## config.mk

```make
export PLATFORM = sky130hd
export DESIGN_NAME = axis_lr_line_arbiter
export DESIGN_NICKNAME = d
export VERILOG_FILES = /design/src/rtl/axis_lr_line_arbiter.sv
export SDC_FILE = /design/constraint.sdc
export NUM_CORES = 1
export LEC_CHECK = 0
export BUFFER_PORTS_ARGS = -buffer_cell sky130_fd_sc_hd__buf_2
export CORE_MARGIN = 2
export CORE_UTILIZATION = 36
export DETAILED_ROUTE_END_ITERATION = 16
export GPL_TIMING_DRIVEN = 0
export PLACE_DENSITY_LB_ADDON = 0.25
export SYNTH_ARGS = -nofsm -noshare
export SYNTH_HDL_FRONTEND = slang
export SYNTH_SLANG_ARGS = --single-unit
```

## constraint.sdc

```tcl
create_clock -name aclk -period 3.9 [get_ports aclk]
set_input_delay 0.78 -clock aclk [delete_from_list [all_inputs] [get_ports aclk]]
set_output_delay 0.78 -clock aclk [all_outputs]
set_load 0.03 [all_outputs]
```

## src/rtl/axis_lr_line_arbiter.sv

```systemverilog
// Left/right line-interleaving AXI-Stream arbiter with a common frame-start lock.
// Define LR_ARB_STATS_EN to add the frame_count and err_count outputs.
module axis_lr_line_arbiter #(
  parameter int AXIS_TDATA_WIDTH = 32,
  parameter int LINES_PER_FRAME  = 480
) (
  input  logic                        aclk,
  input  logic                        aresetn,
  input  logic [AXIS_TDATA_WIDTH-1:0] s_axis_l_tdata,
  input  logic                        s_axis_l_tvalid,
  input  logic                        s_axis_l_tlast,
  input  logic                        s_axis_l_tuser,
  output logic                        s_axis_l_tready,
  input  logic [AXIS_TDATA_WIDTH-1:0] s_axis_r_tdata,
  input  logic                        s_axis_r_tvalid,
  input  logic                        s_axis_r_tlast,
  input  logic                        s_axis_r_tuser,
  output logic                        s_axis_r_tready,
  output logic [AXIS_TDATA_WIDTH-1:0] m_axis_tdata,
  output logic                        m_axis_tvalid,
  output logic                        m_axis_tlast,
  output logic                        m_axis_tuser,
  output logic                        m_axis_tid,
  input  logic                        m_axis_tready,
`ifdef LR_ARB_STATS_EN
  output logic [15:0]                 frame_count,
  output logic [7:0]                  err_count,
`endif
  output logic                        sync_err
);

  typedef enum logic [1:0] {
    ST_SYNC,
    ST_L,
    ST_R
  } state_t;

  localparam logic [15:0] LAST_LINE = 16'(LINES_PER_FRAME - 1);

  state_t                        r_state;
  state_t                        w_next;
  logic [15:0]                   r_line_cnt;
  logic                          r_first;
  logic                          r_tvalid;
  logic [AXIS_TDATA_WIDTH-1:0]   r_tdata;
  logic                          r_tlast;
  logic                          r_tuser;
  logic                          r_tid;
  logic                          r_sync_err;

  logic                          w_slot;
  logic                          w_side;
  logic                          w_line;
  logic                          w_g_valid;
  logic                          w_g_user;
  logic                          w_g_last;
  logic [AXIS_TDATA_WIDTH-1:0]   w_g_data;
  logic                          w_exp;
  logic                          w_g_rdy;
  logic                          w_take;
  logic                          w_err;
  logic                          w_fwd;
  logic                          w_eol;
  logic                          w_wrap;
  logic                          w_l_held;
  logic                          w_r_held;
  logic                          w_l_rdy;
  logic                          w_r_rdy;

  assign w_slot    = ~r_tvalid | m_axis_tready;
  assign w_side    = (r_state == ST_R);
  assign w_line    = (r_state != ST_SYNC);
  assign w_g_valid = w_side ? s_axis_r_tvalid : s_axis_l_tvalid;
  assign w_g_user  = w_side ? s_axis_r_tuser  : s_axis_l_tuser;
  assign w_g_last  = w_side ? s_axis_r_tlast  : s_axis_l_tlast;
  assign w_g_data  = w_side ? s_axis_r_tdata  : s_axis_l_tdata;
  assign w_l_held  = s_axis_l_tvalid & s_axis_l_tuser;
  assign w_r_held  = s_axis_r_tvalid & s_axis_r_tuser;

  // tuser is only legal on the first beat of each side's line 0
  assign w_exp   = r_first & (r_line_cnt == '0);
  // an unexpected frame start is refused so it can seed the next lock
  assign w_g_rdy = w_slot & ~(w_g_user & ~w_exp);
  assign w_take  = w_line & w_g_valid & w_g_rdy;
  assign w_err   = w_line & w_g_valid & w_slot & (w_g_user ^ w_exp);
  assign w_fwd   = w_take & ~w_err;
  assign w_eol   = w_fwd & w_g_last;
  assign w_wrap  = w_eol & w_side & (r_line_cnt == LAST_LINE);

  always_comb begin
    w_next  = r_state;
    w_l_rdy = 1'b0;
    w_r_rdy = 1'b0;
    unique case (r_state)
      ST_SYNC: begin
        w_l_rdy = ~w_l_held;
        w_r_rdy = ~w_r_held;
        if (w_l_held && w_r_held) w_next = ST_L;
      end
      ST_L: begin
        w_l_rdy = w_g_rdy;
        if (w_err)      w_next = ST_SYNC;
        else if (w_eol) w_next = ST_R;
      end
      ST_R: begin
        w_r_rdy = w_g_rdy;
        if (w_err)      w_next = ST_SYNC;
        else if (w_eol) w_next = ST_L;
      end
      default: w_next = ST_SYNC;
    endcase
  end

  always_ff @(posedge aclk or negedge aresetn) begin
    if (!aresetn) begin
      r_state    <= ST_SYNC;
      r_line_cnt <= '0;
      r_first    <= 1'b1;
      r_sync_err <= 1'b0;
    end else begin
      r_state    <= w_next;
      r_sync_err <= w_err;
      if (r_state == ST_SYNC || w_err)
        r_line_cnt <= '0;
      else if (w_eol && w_side)
        r_line_cnt <= w_wrap ? '0 : r_line_cnt + 16'd1;
      if (r_state == ST_SYNC)
        r_first <= 1'b1;
      else if (w_take)
        r_first <= w_g_last;
    end
  end

  always_ff @(posedge aclk or negedge aresetn) begin
    if (!aresetn) begin
      r_tvalid <= 1'b0;
      r_tdata  <= '0;
      r_tlast  <= 1'b0;
      r_tuser  <= 1'b0;
      r_tid    <= 1'b0;
    end else if (w_fwd) begin
      r_tvalid <= 1'b1;
      r_tdata  <= w_g_data;
      r_tlast  <= w_g_last;
      r_tuser  <= w_g_user;
      r_tid    <= w_side;
    end else if (m_axis_tready) begin
      r_tvalid <= 1'b0;
    end
  end

`ifdef LR_ARB_STATS_EN
  logic [15:0] r_frame_cnt;
  logic [7:0]  r_err_cnt;

  always_ff @(posedge aclk or negedge aresetn) begin
    if (!aresetn) begin
      r_frame_cnt <= '0;
      r_err_cnt   <= '0;
    end else begin
      if (w_wrap) r_frame_cnt <= r_frame_cnt + 16'd1;
      if (w_err && r_err_cnt != 8'hFF) r_err_cnt <= r_err_cnt + 8'd1;
    end
  end

  assign frame_count = r_frame_cnt;
  assign err_count   = r_err_cnt;
`endif

  // reset must silence the combinational SYNC discard path too
  assign s_axis_l_tready = w_l_rdy & aresetn;
  assign s_axis_r_tready = w_r_rdy & aresetn;
  assign m_axis_tvalid   = r_tvalid;
  assign m_axis_tdata    = r_tdata;
  assign m_axis_tlast    = r_tlast;
  assign m_axis_tuser    = r_tuser;
  assign m_axis_tid      = r_tid;
  assign sync_err        = r_sync_err;

endmodule

```

---- Word level (Yosys, flattened, before mapping) ----
Cells that the tools add are included.
operators by class
  add/subtract/negate cells ............... 1
  eq/ne operators ......................... 6
  mux-type cells .......................... 19
  bitwise operators ....................... 23
  reduce and logical (&&, ||, !) cells .... 10
operators by type and width
  kind                                                                     count
  16-bit two-way mux                                                       3
  32-bit two-way mux                                                       1
  16-bit by 1-bit adder with 16-bit output, second input constant          1
  16-bit by 9-bit == test with 1-bit output, second input constant         1
  16-bit zero test                                                         1
  1-bit AND                                                                15
  2-bit two-way mux                                                        5
  2-bit nonzero test                                                       4
  1-bit two-way mux                                                        7
  1-bit NOT                                                                6
  2-bit case mux with 3 select lines                                       1
  1-bit case mux with 2 select lines                                       2
  3-bit by 1-bit inequality test with 1-bit output, second input constant  1
  3-bit inequality test, second input constant                             1
  3-bit AND reduction                                                      1
  2-bit by 1-bit == test with 1-bit output, second input constant          1
  2-bit == test, second input constant                                     1
  1-bit logical AND                                                        2
  2-bit zero test                                                          1
  2-bit inequality test, second input constant                             1
  1-bit logical OR                                                         1
  1-bit bitwise OR                                                         1
  1-bit XOR                                                                1
word-level totals
  register bits ........................... 56
  input port bits ......................... 73
  output and inout bits ................... 39

---- Logic depth before layout (Yosys ltp) ----
Gate-level depths: netlist of the first run.
  depth in word-level cells ............... 14
  mapped depth ............................ 12

---- Least setup slack after synthesis of the first run ----
OpenSTA, ideal clock, no wires.
  path type ............................... flip-flop to output port
  start point ............................. register r_line_cnt[5]
  end point ............................... output s_axis_l_tready
  data arrival time ....................... 2.594 ns
  required time ........................... 3.120 ns
  path slack .............................. 0.526 ns
  cell stages (with the launch flop) ...... 8
  buffers on the path ..................... 1
  cells stage by stage .................... dfrtp_1 > buf_6 > or4_1 > or3_2 > ha_1 > nor2_1 > a21oi_1 > nor3b_1
on the way
  longest elaborated chain between the ends .. 8
ends and longest elaborated chain
  item                                line  text
  start, declared                     42    logic [15:0] r_line_cnt;
  start signal, assigned              126   r_line_cnt <= w_wrap ? '0 : r_line_cnt + 16'd1;
  16-bit zero test                    81    assign w_exp = r_first & (r_line_cnt == '0);
  1-bit AND                           81
  1-bit NOT                           83    assign w_g_rdy = w_slot & ~(w_g_user & ~w_exp);
  1-bit AND                           83
  1-bit NOT                           83
  1-bit AND                           83
  1-bit case mux with 2 select lines  94    unique case (r_state)
  1-bit AND                           171   assign s_axis_l_tready = w_l_rdy & aresetn;
  end, declared                       13    output logic s_axis_l_tready,
No other way between the ends.

---- Worst setup path after layout of the first run ----
  start point ............................. register r_line_cnt[5]
  end point ............................... output s_axis_r_tready
on the way
  longest elaborated chain between the ends .. 8
ends and longest elaborated chain
  item                                line  text
  16-bit zero test                    81
  1-bit AND                           81
  1-bit NOT                           83
  1-bit AND                           83
  1-bit NOT                           83
  1-bit AND                           83
  1-bit case mux with 2 select lines  94
  1-bit AND                           172   assign s_axis_r_tready = w_r_rdy & aresetn;
  end, declared                       18    output logic s_axis_r_tready,
No other way between the ends.

==> results of run 1 <==
-- layer usage --
metal	vias to the layer above	global-route usage
met4	0	0.0507
li1	1431	-
met2	125	0.302
met5	-	0
met3	9	0.0337
met1	1395	0.245
-- worst max-delay path, delay by kind of cell (launching register included) --
kind / cells / cell delay, ps
DFF: 1 / 390
AOI/OAI and AO/OA: 1 / 90
and+or+nand+nor: 4 / 1400
adders and majority gates: 1 / 230
buffers and inverters: 2 / 380
-- area by class of cell --
type | count | share of cell area
well taps | 102 | 0.0344
plain buffers | 24 | 0.0341
repair buffers | 111 | 0.150
flip-flops and latches | 56 | 0.378
inverters | 7 | 0.00708
clock buffers | 6 | 0.0223
clock inverters | 2 | 0.00405
multi-input cells | 253 | 0.370
-- Yosys cell counts, types with 4 or more instances --
master	count	area [um2]
nand4_1	7	43.8
nor2_1	44	165
o31ai_1	4	30.0
buf_2	10	50.1
a22o_1	8	70.1
a21oi_1	8	40.0
nand2_1	79	297
nor2b_1	4	25.0
nand3_1	11	55.1
inv_1	7	26.3
dfrtp_1	55	1380
clkbuf_1	9	33.8
a21o_1	6	45.0
a31oi_1	33	206
-- worst max path at each step --
| stage | from | end | slack, ps | cells after the start |
|---|---|---|---|---|
| 6_report | r_line_cnt[5] | s_axis_r_tready | 320 | 8 |
| 3_5_place_dp | r_line_cnt[5] | r_line_cnt[2] | 650 | 10 |
| 3_3_place_gp | r_line_cnt[5] | m_axis_tdata[14] | 700 | 10 |
| 5_1_grt | r_line_cnt[5] | s_axis_l_tready | 150 | 8 |
| 4_1_cts | r_line_cnt[5] | s_axis_r_tready | 310 | 8 |
| 2_1_floorplan | r_line_cnt[5] | s_axis_l_tready | 530 | 7 |
-- power breakdown --
part | total, W | switching (W) | internal [W]
sequential | 0.000888 | 0.000102 | 0.000786
combinational | 0.00144 | 0.000955 | 0.000482
clock | 0.000340 | 0.000196 | 0.000144
total | 0.00267 | 0.00125 | 0.00141
-- registers in the layout (all words and copies together), names as in the netlist --
name	cells
sync_err	1
m_axis_tdata	32
m_axis_tlast	1
r_first	1
r_state	2
r_line_cnt	16
m_axis_tvalid	1
m_axis_tid	1
m_axis_tuser	1
-- metrics by stage --
step           std cells  cell area, um2
2_1_floorplan        340            2930
3_3_place_gp         553            3610
3_5_place_dp         553            3610
4_1_cts              561            3710
5_1_grt              561            3710
6_report             561            3710
-- cells by family (layout without fill, tap and decap cells) --
family	count (synthesis)	after routing	share of synthesized area
AOI/OAI and AO/OA	84	84	0.202
adders and majority gates	3	3	0.0128
buffers and inverters	31	150	0.0522
DFF	56	56	0.479
muxes	2	2	0.00770
and+or+nand+nor	164	164	0.246
==> key figures, run 1 <==
STA
  – WHS: around 500 ps
  – RSZ-0062 raised after global routing: no
  – Achievable Freq: roughly 0.28 GHz
  – Slew @ Worst Pin: 727 ps
  – Slew Viols, Final: 0
  – Relative slew margins: 0.515
  – Final setup violation count: 0
  – Final Skew: 8.80 ps
  – Final WS setup: between 300 and 400 ps
  – Clock period minus worst slack: approximately 3600 ps
  – Final number of hold-violating endpoints: 0
  – Setup TNS: 0 ps
  – Tcrit/Tclk final: 0.918

Drt
  – DR DRC count: 0
  – Post-DR wirelength/cell: roughly 14 um
  – Final ANT Viol Nets: 0
  – Average via count per standard cell: around 5.3
  – DR top layer: met4
  – WL met3: between 600 and 700 um
  – Pre-antenna DRT Iters: 5
  – Starting DRT DRC Count: about 240
  – M1 WL: ~3500 um
  – Routed wl met2: 3670 um
  – Drt total wl: about 7900 um
  – Via Count: 2960

Synth
  – Leading register cell type out of synthesis: dfrtp_1
  – Post-synthesis cell count: 340
  – Async set-reset flop share out of synthesis: 1.00
  – Syn avg cell area: about 8.6 um2
  – Yosys Warn Count: 0
  – Post-synthesis net count: 416
  – Number of synthesized flops with an enable pin: 0
  – Sequential area share after synthesis: 0.479
  – Synth Register Bits: 56
  – Cell variety after synth: between 40 and 50
  – Mapped cell area: 0.00293 mm2

Cells and area
  – Fin util: 0.475
  – Fin nets: 534
  – Fillers: roughly 770
  – N_diodes: 0
  – Commonest non-fill, non-tap cell in the layout: buf_2
  – FF/Latch Area: roughly 0.0014 mm2
  – Area of the multi-input gates: ~0.0014 mm2
  – Layout area overhead: 26.8%
  – Commonest non-fill, non-tap cells in the layout: 120 x buf_2, 79 x nand2_1, 55 x dfrtp_1
  – Layout cells sized above 1: 0.314

Clock network
  – Post-CTS Hold Buffers: 0
  – Root Buffer: clkbuf_8
  – CTS buffer count: 5
  – Worst-skew pair later-pin latency: approximately 320 ps
  – H-Tree Depth: 2
  – Clock transition at path regs: roughly 100 ps
  – Post_cts resized: 0
  – TritonCTS clock tree: done
  – Buffer count from post-CTS setup fixing: 0
  – Clock Path Buffers: 2
  – Clk sinks: 56

Pwr
  – Peak supply drop: ~0.0002 V
  – LEAKAGE: between 1.5 and 2 nW
  – Final Power: around 0.0027 W
  – Power density cells: 719 mW/mm2

GRT
  – Vias in the first global route: 2795
  – Initial antenna violation count: 0
  – Global-route wire length before repair: ~13000 um
  – Overall routing resource usage: 0.183
  – Largest net degree at the start of global routing: 59
  – Global route overflow: 0

Worst setup path
  – Worst Path Max Fanout: 9
  – RR Endpoint: r_line_cnt[2]
  – Setup crit end kind: output port
  – Worst R2R Setup Slack: about 610 ps
  – Critical-path cell list: buf_6 > or4_1 > or3_2 > ha_1 > nor2_1 > a21oi_1 > nor3b_1 > buf_2
  – CP Data Arrival Time: about 2800 ps
  – WP data required: about 3100 ps
  – Slowest cell on crit path: or4_1
  – Max stage delay on crit path: around 550 ps
  – R2r worst-path depth: 10
  – Reg-to-reg startpoint: r_line_cnt[5]
  – Critical path class: flop to output port
  – Worst setup SP type: flop

Placement
  – Placer congestion estimate: approximately 0.83
  – Number of buffers inserted by port buffering: 111
  – Setup WS pre-CTS: between 600 and 700 ps
  – Hpwl dp: approximately 5800 um

Floorplanning
  – Initial Util: 0.375
  – Cell row count: 32
  – Die H: ~94 um
  – CORE AREA: 0.00781 mm2
  – Die ar.: approximately 0.0089 mm2
  – # IOs: 112
  – Die width: ~94 um

Min path
  – Hold Path Class: primary input to async pin

Outcome
  – Status: complete, no violations

Run
  – Maxcap violations: 0
No activity file was read; power rests on OpenSTA's default activity.
==> inputs of run 2 (changes only) <==
Settings changed: CORE_MARGIN 2 to 4.
Clock period 3.9 ns to 4.15 ns, I/O delays scaled along.
==> run 2 against run 1 <==
  * Flip-flop and latch count is the same
  * Critical path depth stayed put
  * Utilization hardly changed
  * Clock skew is 7.2 ps higher
  * Via count barely moved
  * Sequential share of layout area hardly changed
  * Largest cell class unchanged
  * Global-route usage decreased by 0.97 points
  * Largest power group unchanged
  * Cell count unchanged
  * Hold slack improved by 2.0 ps
  * Die area is 8.7% higher
  * Worst setup slack improved by 110 ps
  * Critical endpoint unchanged
  * Highest routed layer unchanged
==> key figures, run 2 (synthesis gave the netlist of run 1 again) <==
STA
  – Final setup violation count: 0
  – Setup TNS: 0 ps
  – Final Skew: around 16 ps
  – Slew Viols, Final: 0
  – Achievable Freq: 0.269 GHz
  – Clock period minus worst slack: 3720 ps
  – Slew @ Worst Pin: 741 ps
  – RSZ-0062 raised after global routing: no
  – Tcrit/Tclk final: 0.895
  – Relative slew margins: 0.506
  – Final number of hold-violating endpoints: 0
  – Final WS setup: 434 ps

Clock network
  – Root Buffer: clkbuf_8
  – Worst-skew pair later-pin latency: roughly 320 ps
  – H-Tree Depth: 2
  – TritonCTS clock tree: done
  – Clock transition at path regs: 110 ps
  – Post-CTS Hold Buffers: 0
  – Post_cts resized: 0
  – Clock Path Buffers: 2
  – CTS buffer count: 5
  – Buffer count from post-CTS setup fixing: 0
  – Clk sinks: 56

Pwr
  – LEAKAGE: 1.81 nW
  – Peak supply drop: slightly below 0.0002 V
  – Power density cells: between 600 and 700 mW/mm2

Worst setup path
  – Critical path class: flop to output port
  – Worst Setup SP: r_line_cnt[5]
  – WP data required: roughly 3300 ps
  – CP Data Arrival Time: 2890 ps
  – Worst setup SP type: flop
  – Critical Path End: s_axis_r_tready
  – Worst R2R Setup Slack: between 900 and 1000 ps
  – Setup crit end kind: output port
  – R2r worst-path depth: 10
  – Worst Path Max Fanout: 9
  – RR Endpoint: r_line_cnt[11]
  – Reg-to-reg startpoint: r_line_cnt[5]

Floorplanning
  – Initial Util: 0.375
  – Cell row count: 32
  – CORE AREA: about 0.008 mm2
  – Die H: between 90 and 100 um
  – Die width: 98.2 um
  – # IOs: 112
  – Die ar.: between 0.009 and 0.01 mm2

Drt
  – Average via count per standard cell: about 5.3
  – Pre-antenna DRT Iters: 4
  – Drt total wl: between 8000 and 9000 um
  – Final ANT Viol Nets: 0
  – Post-DR wirelength/cell: about 15 um
  – Starting DRT DRC Count: 149
  – DR DRC count: 0
  – Via Count: 2958

Cells and area
  – Fin util: 0.475
  – Max reg flops: 32
  – N_diodes: 0
  – Fin nets: between 500 and 600
  – Layout cells sized above 1: 0.314
  – Commonest non-fill, non-tap cells in the layout: 120 x buf_2, 79 x nand2_1, 55 x dfrtp_1
  – Layout area overhead: 26.7%
  – Fillers: between 700 and 800
  – Commonest non-fill, non-tap cell in the layout: buf_2

Placement
  – Placer congestion estimate: between 0.8 and 0.9
  – Hpwl dp: 6240 um
  – Setup WS pre-CTS: roughly 790 ps
  – Number of buffers inserted by port buffering: between 100 and 150

Outcome
  – Status: complete, no violations

GRT
  – Initial antenna violation count: 0
  – Global-route wire length before repair: approximately 14000 um
  – Overall routing resource usage: 0.173
  – Largest net degree at the start of global routing: just under 60
  – Vias in the first global route: just under 3000
  – Global route overflow: 0

Run
  – Maxcap violations: 0

Min path
  – Worst hold path depth: 1
  – Hold Path Class: flop to flop
-- run 2: power by group --
part           total, W  switching [W]  internal (W)
sequential     0.000842       0.000103      0.000739
combinational   0.00136       0.000907      0.000453
clock          0.000321       0.000196      0.000125
total           0.00252        0.00121       0.00132
-- run 2: metal layers --
metal  GRT usage  share of wire  vias to the layer above
met4      0.0504          0.012                        0
li1            -              -                     1433
met5           0              0                        -
met3      0.0350          0.067                        9
met1       0.216           0.43                     1414
met2       0.302           0.49                      102
-- run 2: final cells by class --
type	instances	area [um2]	share of cell area
Sequential cell	56	1400	0.378
Multi-Input combinational cell	253	1370	0.370
Tap cell	102	128	0.0344
Clock inverter	3	26.3	0.00709
Inverter	7	26.3	0.00709
Timing Repair Buffer	111	558	0.151
Clock buffer	5	68.8	0.0186
Buffer	24	126	0.0341
-- run 2: how the worst min path moves through the flow --
stage,startpoint,to,slack (ps)
global route,m_axis_tid,m_axis_tid,520
floorplan,r_line_cnt[15],r_line_cnt[15],460
detailed placement,r_line_cnt[15],r_line_cnt[15],490
CTS,r_line_cnt[15],r_line_cnt[15],510
global placement,r_line_cnt[15],r_line_cnt[15],490
finish,r_line_cnt[15],r_line_cnt[15],510
-- run 2: stage by stage --
step / instance area, um2 / power (W) / hold slack, ps / std cells
final: 3710 / 0.00252 / 511 / 561
after global routing: 3710 / 0.00270 / 524 / 561
after CTS: 3700 / 0.00255 / 509 / 561
after detailed placement: 3610 / 0.00222 / 488 / 553
after global placement: 3610 / 0.00219 / 486 / 553
after floorplan: 2930 / 0.00180 / 458 / 340
-- run 2: critical path, stage by stage (launching register included) --
cell,delay (ps)
dfrtp_1,390
buf_6,130
or4_1,550
or3_2,480
ha_1,220
nor2_1,150
a21oi_1,90
nor3b_1,300
buf_2,260
